<file path="src/rtl/fetch_sequencer.sv">
// fetch_sequencer: program-counter sequencer for the single-cycle core.
//   Drives the instruction ROM address from a registered PC and qualifies the
//   combinational ROM word as valid for decode. It applies the next-PC rules
//   (sequential, absolute or relative branch, stall, halt) and tracks the
//   retired-instruction count and run status.
// Ports:
//   Clk, Reset              rising-edge clock, async active-high reset
//   Start, StartAddr        begin a run (accepted only in IDLE / HALTED)
//   Stall                   freeze PC and counter this cycle
//   HaltReq                 halt opcode decoded at current PC
//   BranchEn, BranchRel     branch taken; 1 = PC+Offset, 0 = Target
//   Target, Offset          absolute target / signed relative offset
//   InstAddress             registered PC to the ROM
//   InstValid               ROM word at InstAddress executes this cycle
//   Done                    program halted (registered)
//   InstCount               saturating retired-instruction count
//   PcWrap                  sticky: PC wrapped across the address space
module fetch_sequencer #(
    parameter int A  = 10,
    parameter int OW = 6,
    parameter int CW = 16
) (
    input  logic          Clk,
    input  logic          Reset,
    input  logic          Start,
    input  logic [A-1:0]  StartAddr,
    input  logic          Stall,
    input  logic          HaltReq,
    input  logic          BranchEn,
    input  logic          BranchRel,
    input  logic [A-1:0]  Target,
    input  logic [OW-1:0] Offset,
    output logic [A-1:0]  InstAddress,
    output logic          InstValid,
    output logic          Done,
    output logic [CW-1:0] InstCount,
    output logic          PcWrap
);

    typedef enum logic [1:0] {
        S_IDLE   = 2'd0,
        S_RUN    = 2'd1,
        S_HALTED = 2'd2
    } state_t;

    state_t        state_q, state_d;
    logic [A-1:0]  pc_q,    pc_d;
    logic [CW-1:0] cnt_q,   cnt_d;
    logic          wrap_q,  wrap_d;
    logic          done_q,  done_d;

    // Two extra bits hold the true relative sum: bit A+1 set means it went
    // negative, bit A set (with A+1 clear) means it passed 2**A-1.
    logic [A+1:0]  rel_sum;

    assign rel_sum = {2'b00, pc_q} + {{(A+2-OW){Offset[OW-1]}}, Offset};

    always_comb begin
        state_d = state_q;
        pc_d    = pc_q;
        cnt_d   = cnt_q;
        wrap_d  = wrap_q;
        case (state_q)
            S_IDLE, S_HALTED: begin
                if (Start) begin
                    state_d = S_RUN;
                    pc_d    = StartAddr;
                    cnt_d   = '0;
                    wrap_d  = 1'b0;
                end
            end
            S_RUN: begin
                if (!Stall) begin
                    // Halt counts as retired; counter sticks at all-ones.
                    cnt_d = (&cnt_q) ? cnt_q : cnt_q + 1'b1;
                    if (HaltReq) begin
                        state_d = S_HALTED;
                    end else if (BranchEn) begin
                        if (BranchRel) begin
                            pc_d = rel_sum[A-1:0];
                            if (rel_sum[A+1] || rel_sum[A]) wrap_d = 1'b1;
                        end else begin
                            pc_d = Target;
                        end
                    end else begin
                        pc_d = pc_q + 1'b1;
                        if (&pc_q) wrap_d = 1'b1;
                    end
                end
            end
            default: state_d = S_IDLE;
        endcase
        done_d = (state_d == S_HALTED);
    end

    always_ff @(posedge Clk or posedge Reset) begin
        if (Reset) begin
            state_q <= S_IDLE;
            pc_q    <= '0;
            cnt_q   <= '0;
            wrap_q  <= 1'b0;
            done_q  <= 1'b0;
        end else begin
            state_q <= state_d;
            pc_q    <= pc_d;
            cnt_q   <= cnt_d;
            wrap_q  <= wrap_d;
            done_q  <= done_d;
        end
    end

    assign InstAddress = pc_q;
    assign InstValid   = (state_q == S_RUN) && !Stall;
    assign Done        = done_q;
    assign InstCount   = cnt_q;
    assign PcWrap      = wrap_q;

endmodule

</file>
<file path="config.mk">
export PLATFORM = sky130hd
export DESIGN_NAME = fetch_sequencer
export DESIGN_NICKNAME = d
export VERILOG_FILES = /design/src/rtl/fetch_sequencer.sv
export SDC_FILE = /design/constraint.sdc
export NUM_CORES = 1
export LEC_CHECK = 0
export CAP_MARGIN = 25
export CORE_MARGIN = 2
export CORE_UTILIZATION = 29
export CTS_CLUSTER_DIAMETER = 100
export DETAILED_ROUTE_END_ITERATION = 8
export PLACE_DENSITY_LB_ADDON = 0.2
export SYNTH_ARGS = -nofsm -noshare
export SYNTH_HDL_FRONTEND = slang
export SYNTH_SLANG_ARGS = --single-unit
export TNS_END_PERCENT = 20
</file>
<file path="constraint.sdc">
create_clock -name Clk -period 2.34 [get_ports Clk]
set_clock_uncertainty 0.1 [all_clocks]
set_input_delay 0.702 -clock Clk [delete_from_list [all_inputs] [get_ports Clk]]
set_output_delay 0.702 -clock Clk [all_outputs]
set_load 0.05 [all_outputs]
</file>
* Yosys cells after proc, flatten, opt, wreduce, memory -nomap -nowiden
Cells that the tools add are included.
** Operators by class
- Add/sub/neg operators :: 3
- Eq/ne operators :: 10
- Mux-type cells :: 22
- Reduce and logical (&&, ||, !) cells :: 11
** Operator list (number)
- 10-bit 2-to-1 mux :: 5
- 16-bit 2-to-1 mux :: 3
- 16-bit one-hot mux with 2 select lines :: 1
- 10-bit one-hot mux with 2 select lines :: 1
- 16-bit by 1-bit adder with 16-bit output, second input constant :: 1
- 16-bit AND reduction :: 1
- 11-bit by 6-bit adder with 12-bit output :: 1
- 10-bit by 1-bit adder with 10-bit output, second input constant :: 1
- 10-bit AND reduction :: 1
- 3-bit inequality test, second input constant :: 3
- 2-bit inequality test, second input constant :: 4
- 4-bit AND reduction :: 2
- 1-bit 2-to-1 mux :: 7
- 7-bit AND reduction :: 1
- 2-bit 2-to-1 mux :: 3
- 2-bit equality test, second input constant :: 2
- 2-bit one-hot mux with 2 select lines :: 1
- 2-bit by 1-bit equality test with 1-bit output, second input constant :: 1
- 2-bit zero test :: 1
- 1-bit one-hot mux with 2 select lines :: 1
- 2-bit nonzero test :: 1
- 2-bit OR reduction :: 1
- 1-bit logical AND :: 1
- 1-bit zero test :: 1
- 1-bit logical OR :: 1
** Storage, ports and cells
- Register bits after elaboration :: 30
- Input port bits :: 33
- Output and inout bits :: 29
- Logic and storage cells :: 51

* Depth between registers and ports, before layout
- Depth in word-level cells :: 8
- Depth in mapped cells :: 9
- Mapped depth without buffers :: 9

* Worst setup path before layout
Ideal clock, no wire load.
- Path kind :: register to register
- From :: register pc_q[0], in the netlist InstAddress[0]
- To :: register wrap_q, in the netlist PcWrap
- Arrival :: 2.302 ns
- Required time :: 2.099 ns
- Setup slack :: -0.204 ns
- Stages on the path, launching flop included :: 10
- Cells stage by stage :: dfrtp_1 -> ha_1 -> inv_1 -> fa_1 -> nor2b_1 -> o31a_1 -> o22ai_1 -> o21ai_0 -> mux2i_1 -> a31oi_1
** On the way
- Longest elaborated chain between the ends :: 4
- Elaborated cells on any way between the ends :: 6
- Classes of those cells :: add/sub (1); eq/ne (2); reduce/logical (3)
** RTL lines
- from (decl) :: RTL line 47 : logic [A-1:0] pc_q, pc_d;
- from (signal assigned) :: RTL line 105 : pc_q <= pc_d;
- 11-bit by 6-bit adder with 12-bit output :: RTL line 56 : assign rel_sum = {2'b00, pc_q} + {{(A+2-OW){Offset[OW-1]}}, Offset};
- 1-bit logical OR :: RTL line 81 : if (rel_sum[A+1] || rel_sum[A]) wrap_d = 1'b1;
- 3-bit inequality test (no source line)
- 7-bit AND reduction (no source line) (*)
- to (signal assigned) :: RTL line 107 : wrap_q <= wrap_d;
- to (decl) :: RTL line 49 : logic wrap_q, wrap_d;
Every way passes the cells marked *; elsewhere a longest branch is shown, timed or not.
A chain may end at the register's enable or synchronous reset.

* Worst setup path after layout
- From :: input Stall
- To :: output InstValid
** On the way
- Longest elaborated chain between the ends :: 2
** RTL lines
- from (decl) :: RTL line 27 : input logic Stall,
- 1-bit zero test :: RTL line 113 : assign InstValid = (state_q == S_RUN) && !Stall;
- 1-bit logical AND :: RTL line 113
- to (decl) :: RTL line 34 : output logic InstValid,
Every way passes these cells.

==> impl_results.md <==
- Layout cells sized above 1: 33.8%
- Peak supply drop: 0.422 mV
- Cells on Worst Hold Path: 2
- Final Setup Violations: 0
- CTS Buffer Depth: 2
- Synth Net Count: 309
- Seq cells post-synth: 30
- I/O Pins: 62
- Worst R2R Start: InstAddress[0]$_DFFE_PP0P_
- Gate Count Post-Synth: 262
- MaxCap Viol Count: 0
- Worst path bufs/invs: 3
- Top post-synthesis cells by area: dfrtp_1, ha_1, nor2_1, xnor2_1, xor2_1
- Crit path depth: 4
- Synth Cell Area: 2350 um2
- Area share of the largest cell type after synthesis: 31.9%
- Drt first pass iters: 4
- Post-synth EDFFs: 0
- CP max stage cell: dlygate4sd2_1
- Hold path startpoint: InstCount[4]$_DFFE_PP0P_
- Routed wire per std cell: 14.8 um
- Final WL: 7.04 mm
- Via count: 2386
- R2R depth: 10
- First-pass GRT wire length: 11.5 mm
- Grt ovf: 0
- Fmax: 434 MHz
- Hold slack: 0.472 ns
- Syn-to-layout area delta: 52.0%
- Initial core utilization: 30.1%
- Ys flop type: dfrtp_1
- Final Util: 45.8%
- Critical Path AT: 1.50 ns
- Largest net degree at the start of global routing: 31
- Unique cell type count in the Yosys netlist: 61
- IO buf count: 61
- TritonCTS Buffers: 5
- Clk root buf: clkbuf_8
- Dominant cell type by area after synthesis: dfrtp_1
- CP endpoint kind: primary output
- RSZ-0062 raised after global routing: true
- Clock sinks: 30
- DR vias/cell: 5.02
- Worst Setup Start Kind: input pin
- Cts hold-fix bufs: 0
- Die height: 94.1 um
- Routability congestion estimate: 0.879
- Synth warn: 0
- Slew headroom: 67.6%
- CTS tree: done
- Final hold violation count: 0
- H-Tree Depth: 2
- Core Rows: 32
- Routed Antenna Nets: 0
- Critical path required time: 1.54 ns
- Hold EP: InstCount[4]$_DFFE_PP0P_
- GRT Util Overall: 16.4%
- Register area share after synthesis: 31.9%
- Syn avg cell area: 8.98 um2
- Placed cell area: 3370 um2
- Worst min-delay path class: flop to flop
- Fin crit share: 98.4%
- Cell area after layout: 3580 um2
- Iteration-0 DRC Markers: 61
- DIE AREA: 8850 um2
- CP Max Fanout: 3
- CP top delay family: buffers and inverters
- # nets final: 419
- Vias in the first global route: 2259
- Leakage power: 0.00162 uW
- Chip width: 94.1 um
- Most instantiated cells after synthesis: dfrtp_1, nor2_1, nand3_1
- Worst r2r dst: InstAddress[4]$_DFFE_PP0P_
- Synth async-reset ratio: 100%
- Worst-Skew Late Latency: 0.28 ns
- Actual slew at the worst max-slew pin: 0.484 ns
- Largest stage delay, worst path: 0.27 ns
- Final HPWL DP: 5.50 mm
- Crit path kind: input pin to primary output
- Initial antenna violation count: 0
- Ant. Diodes: 0
- Critical Path, Cell by Cell: dlygate4sd2_1, nor3b_4, buf_6, buf_12
- FF-to-FF setup slack: 0.24 ns
- DRC Markers: 0
- Tot Pwr: 4070 uW
- Status: completed
- Final worst path period need: 2.30 ns
- Clk pin slew, worst setup/hold paths: 0.07 ns
- Setup TNS Final: 0 ns
- Slew Limit Fails: 0
- PwrDens: 1140 nW/um2
- Core footprint: 7810 um2
- Most common cell in the synthesized netlist: dfrtp_1
## per-stage QoR
| stage | std cells | worst slack (ns) |
|---|---|---|
| after global routing | 475 | -0.00490 |
| after floorplan | 262 | 0.00900 |
| after CTS | 473 | -0.0190 |
| after global placement | 465 | -0.555 |
| final | 475 | 0.0382 |
| after detailed placement | 465 | -0.582 |
## report_power, final
part / internal, uW / switching, uW
Sequential: 652 / 188
Combinational: 1240 / 1470
Clock: 313 / 211
Total: 2200 / 1870
## repair_timing
action	CTS	global route
buffers inserted	0	3
gates resized for setup	18	12
pin swaps	17	13
setup endpoints to repair	9	6
## placed cells by master, fill, tap and decap left out, drive strengths merged, types with 3 or more instances in the layout
master and count:
buf 80, dfrtp 30, nor2 28, clkdlybuf4s50 26, nand3 18, a21oi 15, o21ai 14, ha 13
xnor2 12, nand2 11, inv 11, xor2 10, clkbuf 8, nor3 7, and3 7, a211oi 6
o32ai 5, nand2b 5, mux2i 4, a21o 4, or2 4, o21a 3, a31oi 3, dlygate4sd2 3
nand4 3, o22ai 3, o31ai 3
## layer usage
layer  vias up  GRT usage, %  share of wire, %
met5         -             0                 0
met4         0          3.26               1.3
met3         6          2.57               4.5
met2        53          26.5                47
met1      1129          23.3                47
li1       1198             -                 -
## cells by family after synthesis
kind of cell / synth area share (%)
XOR/XNOR: 8.19
buffers and inverters: 3.77
AO/OA/AOI/OAI: 23.1
flip-flops: 31.9
multiplexers: 2.66
adder cells (fa/ha/maj): 7.76
AND/OR/NAND/NOR: 22.6
## flip-flops by register name, indices dropped and copies added, names as in the netlist
signal	flops
state_q	2
InstAddress	10
Done	1
PcWrap	1
InstCount	16
## area by class of cell
class / instances / area [um2]
Fill cell: 770 / 4230
Multi-Input combinational cell: 211 / 1610
Timing Repair Buffer: 113 / 931
Sequential cell: 30 / 754
Tap cell: 102 / 128
Clock buffer: 5 / 68.8
Inverter: 11 / 41.3
Clock inverter: 3 / 40.0
## worst max-delay path by stage
stage,startpoint,to
2_1_floorplan,InstAddress[2]$_DFFE_PP0P_,PcWrap$_DFFE_PP0P_
3_3_place_gp,Offset[0],PcWrap$_DFFE_PP0P_
6_report,Stall,InstValid
5_1_grt,Offset[2],PcWrap$_DFFE_PP0P_
4_1_cts,Offset[5],PcWrap$_DFFE_PP0P_
3_5_place_dp,Offset[0],InstAddress[8]$_DFFE_PP0P_
## worst reg2reg max path, cell delays in order, from the launching register on
cell and delay [ns]:
dfrtp_2 0.41, ha_4 0.15, inv_2 0.03, fa_2 0.33
nor2b_2 0.14, buf_4 0.11, o21ai_0 0.08, a21oi_2 0.13
mux2i_1 0.09, a211o_1 0.29, a31oi_1 0.17
Power figures use the tool's default switching activity.
==> RTL edit 1, RTL diff (same settings) <==
Register the output `InstCount` once more, cleared by the reset; this adds one clock of latency there. The other outputs are not delayed to match.
--- a/src/rtl/fetch_sequencer.sv
+++ b/src/rtl/fetch_sequencer.sv
@@ -114,3 +114,9 @@
     assign Done        = done_q;
-    assign InstCount   = cnt_q;
+    always_ff @(posedge Clk or posedge Reset) begin
+        if (Reset) begin
+            InstCount <= '0;
+        end else begin
+            InstCount <= cnt_q;
+        end
+    end
     assign PcWrap      = wrap_q;
Behaviour: not the same (a bounded check fails within 4 cycles, from zero or initial values and one cycle with Reset high).
==> RTL edit 1 against the original RTL <==
  * Design area rose by 13%
  * Area after synthesis increased by 17%
  * Power rose by 7.1%
  * Sequential power grew 31%
  * Setup slack worse by 0.019 ns
  * Routed wire length is 8.2% higher
  * Combinational power hardly changed
  * Non-clock buffer count fell by 3
  * Sequential cell count rose by 16
==> RTL edit 1: results <==
set metrics [dict create \
    via_count 2595 \
    slew_headroom_pct 66.0 \
    buf_share_pct 23.9 \
    ys_types 53 \
    multi_input_area_share_pct 40.0 \
    drtIter0Drc 119 \
    grt_util_met1_pct 21.6 \
    grt_max_degree 47 \
    grt_pass1_vias 2523 \
    track_usage_pct 15.2 \
    reg2reg_depth 9 \
    clock_area_share_pct 2.41 \
    critPathKind "input pin to flop" \
    synthTopCellsByCount "dfrtp_1 (46), nor2_1 (27), nand2_1 (20)" \
    drive_gt1_share_pct 25.6 \
    fillers 906 \
    synthTopCellsByArea "dfrtp_1 (42%), ha_1 (5.9%), xor2_1 (3.8%)" \
    max_stage_delay_ns 0.37 \
    met1_length_um 3690 \
    status "finished clean" \
    leakage_nw 1.82 \
    fin_ws_ns 0.0194 \
    clk_latency_ns 0.31 \
    multi_input_comb_cells 221 \
    hp-start "cnt_q[14]" \
    hold_ws_ns 0.335 \
    clk_pin_slew_ns 0.10 \
    use_met2_pct 24.0 \
    nonClockInverterCount 13 \
    ys_seq_area_share_pct 41.8 \
    path_max_fanout 2 \
    reg2reg_to "PcWrap" \
]
-- RTL edit 1: cell types whose count changed after synthesis, sizes merged, moves of 3 or more --
cell | before | now
dfrtp | 30 | 46
nand2 | 11 | 20
xnor2 | 12 | 6
o21ai | 14 | 19
clkbuf | 3 | 7
nand4 | 3 | 7
a31oi | 3 | 6
nand3 | 18 | 15
-- RTL edit 1: worst register-to-register path, stage by stage, from the launching register on --
cell     delay, ns
dfrtp_2       0.40
ha_4          0.14
inv_2         0.03
fa_2          0.34
nor2b_2       0.13
o31a_1        0.20
nor3_2        0.07
o41ai_2       0.37
o211a_1       0.22
o32ai_2       0.09
-- RTL edit 1: where the power goes --
part           internal [mW]  switching (mW)
clock                  0.224           0.316
combinational           1.21            1.51
sequential             0.939           0.157
-- RTL edit 1: per-stage QoR --
stage          cell area (um^2)  TNS [ns]  std cells  utilization [%]
2_1_floorplan              2780    -0.194        292                -
3_3_place_gp               3830     -5.17        517             41.5
3_5_place_dp               3830     -5.48        517             41.5
4_1_cts                    3970    -0.238        526             42.9
5_1_grt                    4050   -0.0834        527             43.8
6_report                   4050         0        527             43.8
-- RTL edit 1: kinds of logic (layout without fill, tap and decap cells) --
family	after synthesis	count (layout)	share of synthesized area [%]
mux	5	5	1.86
simple gates	101	101	18.6
xor+xnor	18	18	5.72
buf+inv	25	131	4.41
fa+ha+maj	14	14	6.63
compound gates	83	83	20.9
flops	46	46	41.8
-- RTL edit 1: what timing repair did --
item,4_1_cts,5_1_grt
gates resized for setup,11,17
setup buffers,1,1
hold buffers,0,0
endpoints found under the setup margin,8,5
pin swaps,10,10
==> RTL edit 2, RTL diff (config.mk and constraints unchanged) <==
Without the edit above. Set the parameter `A` to 9 (it was 10).
--- a/src/rtl/fetch_sequencer.sv
+++ b/src/rtl/fetch_sequencer.sv
@@ -18,3 +18,3 @@
 module fetch_sequencer #(
-    parameter int A  = 10,
+    parameter int A  = 9,
     parameter int OW = 6,
Ports: changed (resized InstAddress, StartAddr and Target); port bits go from 62 to 59. No check against the original RTL was run, so the function may have changed too.
==> RTL edit 2 against the original RTL <==
  * Sequential cell count shrank 1
  * Combinational power shrank 8.1%
  * Setup slack gained 0.055 ns
  * Register-to-register slack lost 0.08 ns
  * Routed wire length grew 0.87%
  * Design area shrank 0.17%
  * Area after synthesis shrank 1.2%
  * Power shrank 8.5%
==> RTL edit 2: results <==
set metrics [dict create \
    critPathLaunch "Offset[0]" \
    path_max_fanout 2 \
    dp_hpwl_um 5480 \
    endpoint "InstAddress[8]" \
    use_met2_pct 28.4 \
    grt_pass1_vias 2380 \
    portBuffers 58 \
    p_comb_mw 2.49 \
    tightest_slew_ns 0.504 \
    grt_util_met1_pct 21.0 \
    use_met3_pct 3.55 \
    leakage_nw 1.60 \
    fin_util_pct 46.0 \
    grt_pass1_wl_um 11400 \
    slowest_stage "fa_2" \
    placed_cell_area_um2 3320 \
    status "finished clean" \
    drive_gt1_share_pct 32.2 \
    routed-wl-met3_um 334 \
    track_usage_pct 16.6 \
    final_cells 490 \
    ys_types 57 \
    power_density_nw_per_um2 1040 \
    syn_area_per_cell_um2 8.40 \
    power_clock_mw 0.435 \
    antenna_cells 0 \
    synthesis.nets 322 \
    fin_nets 432 \
    routabilityCongestion 0.859 \
    wl_met2_um 3490 \
    hold_ws_ns 0.438 \
    wl_per_cell_um 14.5 \
    drtIter0Drc 74 \
    ys_seq_area_share_pct 31.2 \
    dp_slack_ns -0.688 \
    worstPathArrival_ns 2.31 \
    met1_length_um 3180 \
    max_stage_delay_ns 0.37 \
    synthTopCellsByArea "dfrtp_1 (31%), ha_1 (7.0%), a21oi_1 (5.4%)" \
    synthTopCellsByCount "dfrtp_1 (29), nor2_1 (27), a21oi_1 (25), nand2_1 (25), o21ai_0 (21)" \
    irDropWorstVdd_v 0.000549 \
    reg2reg_depth 8 \
    r2r_setup_slack_ns 0.16 \
    fillers 768 \
]
RTL edit 2: cell types whose count changed after synthesis, moves of 5 or more:
cell	change
xor2_1	-9
a21oi_1	+11
nand2_1	+14
clkbuf_1	+5
nand3_1	-5
o32ai_1	-5
o21ai_0	+8
RTL edit 2: repair_timing:
item,in CTS,in global routing
setup endpoints to repair,12,7
setup buffers,4,0
pin swaps,13,12
gates resized for setup,15,23
RTL edit 2: cells by family (layout without fill, tap and decap cells):
group	after synthesis	after routing	share of synthesized area (%)
muxes	2	2	0.861
buffers and inverters	23	134	4.25
xor gates and xnor gates	12	12	4.52
adders and majority gates	14	14	7.85
and+or+nand+nor	106	106	24.6
DFF	29	29	31.2
AOI/OAI and AO/OA	91	91	26.7
RTL edit 2: cell type report:
cell class              instances  area share [%]
repair buffers                114            26.3
multi-input cells             225            45.9
inverters                      12            1.26
flip-flops and latches         29            20.4
clock buffers                   8            2.52
well taps                     102            3.57
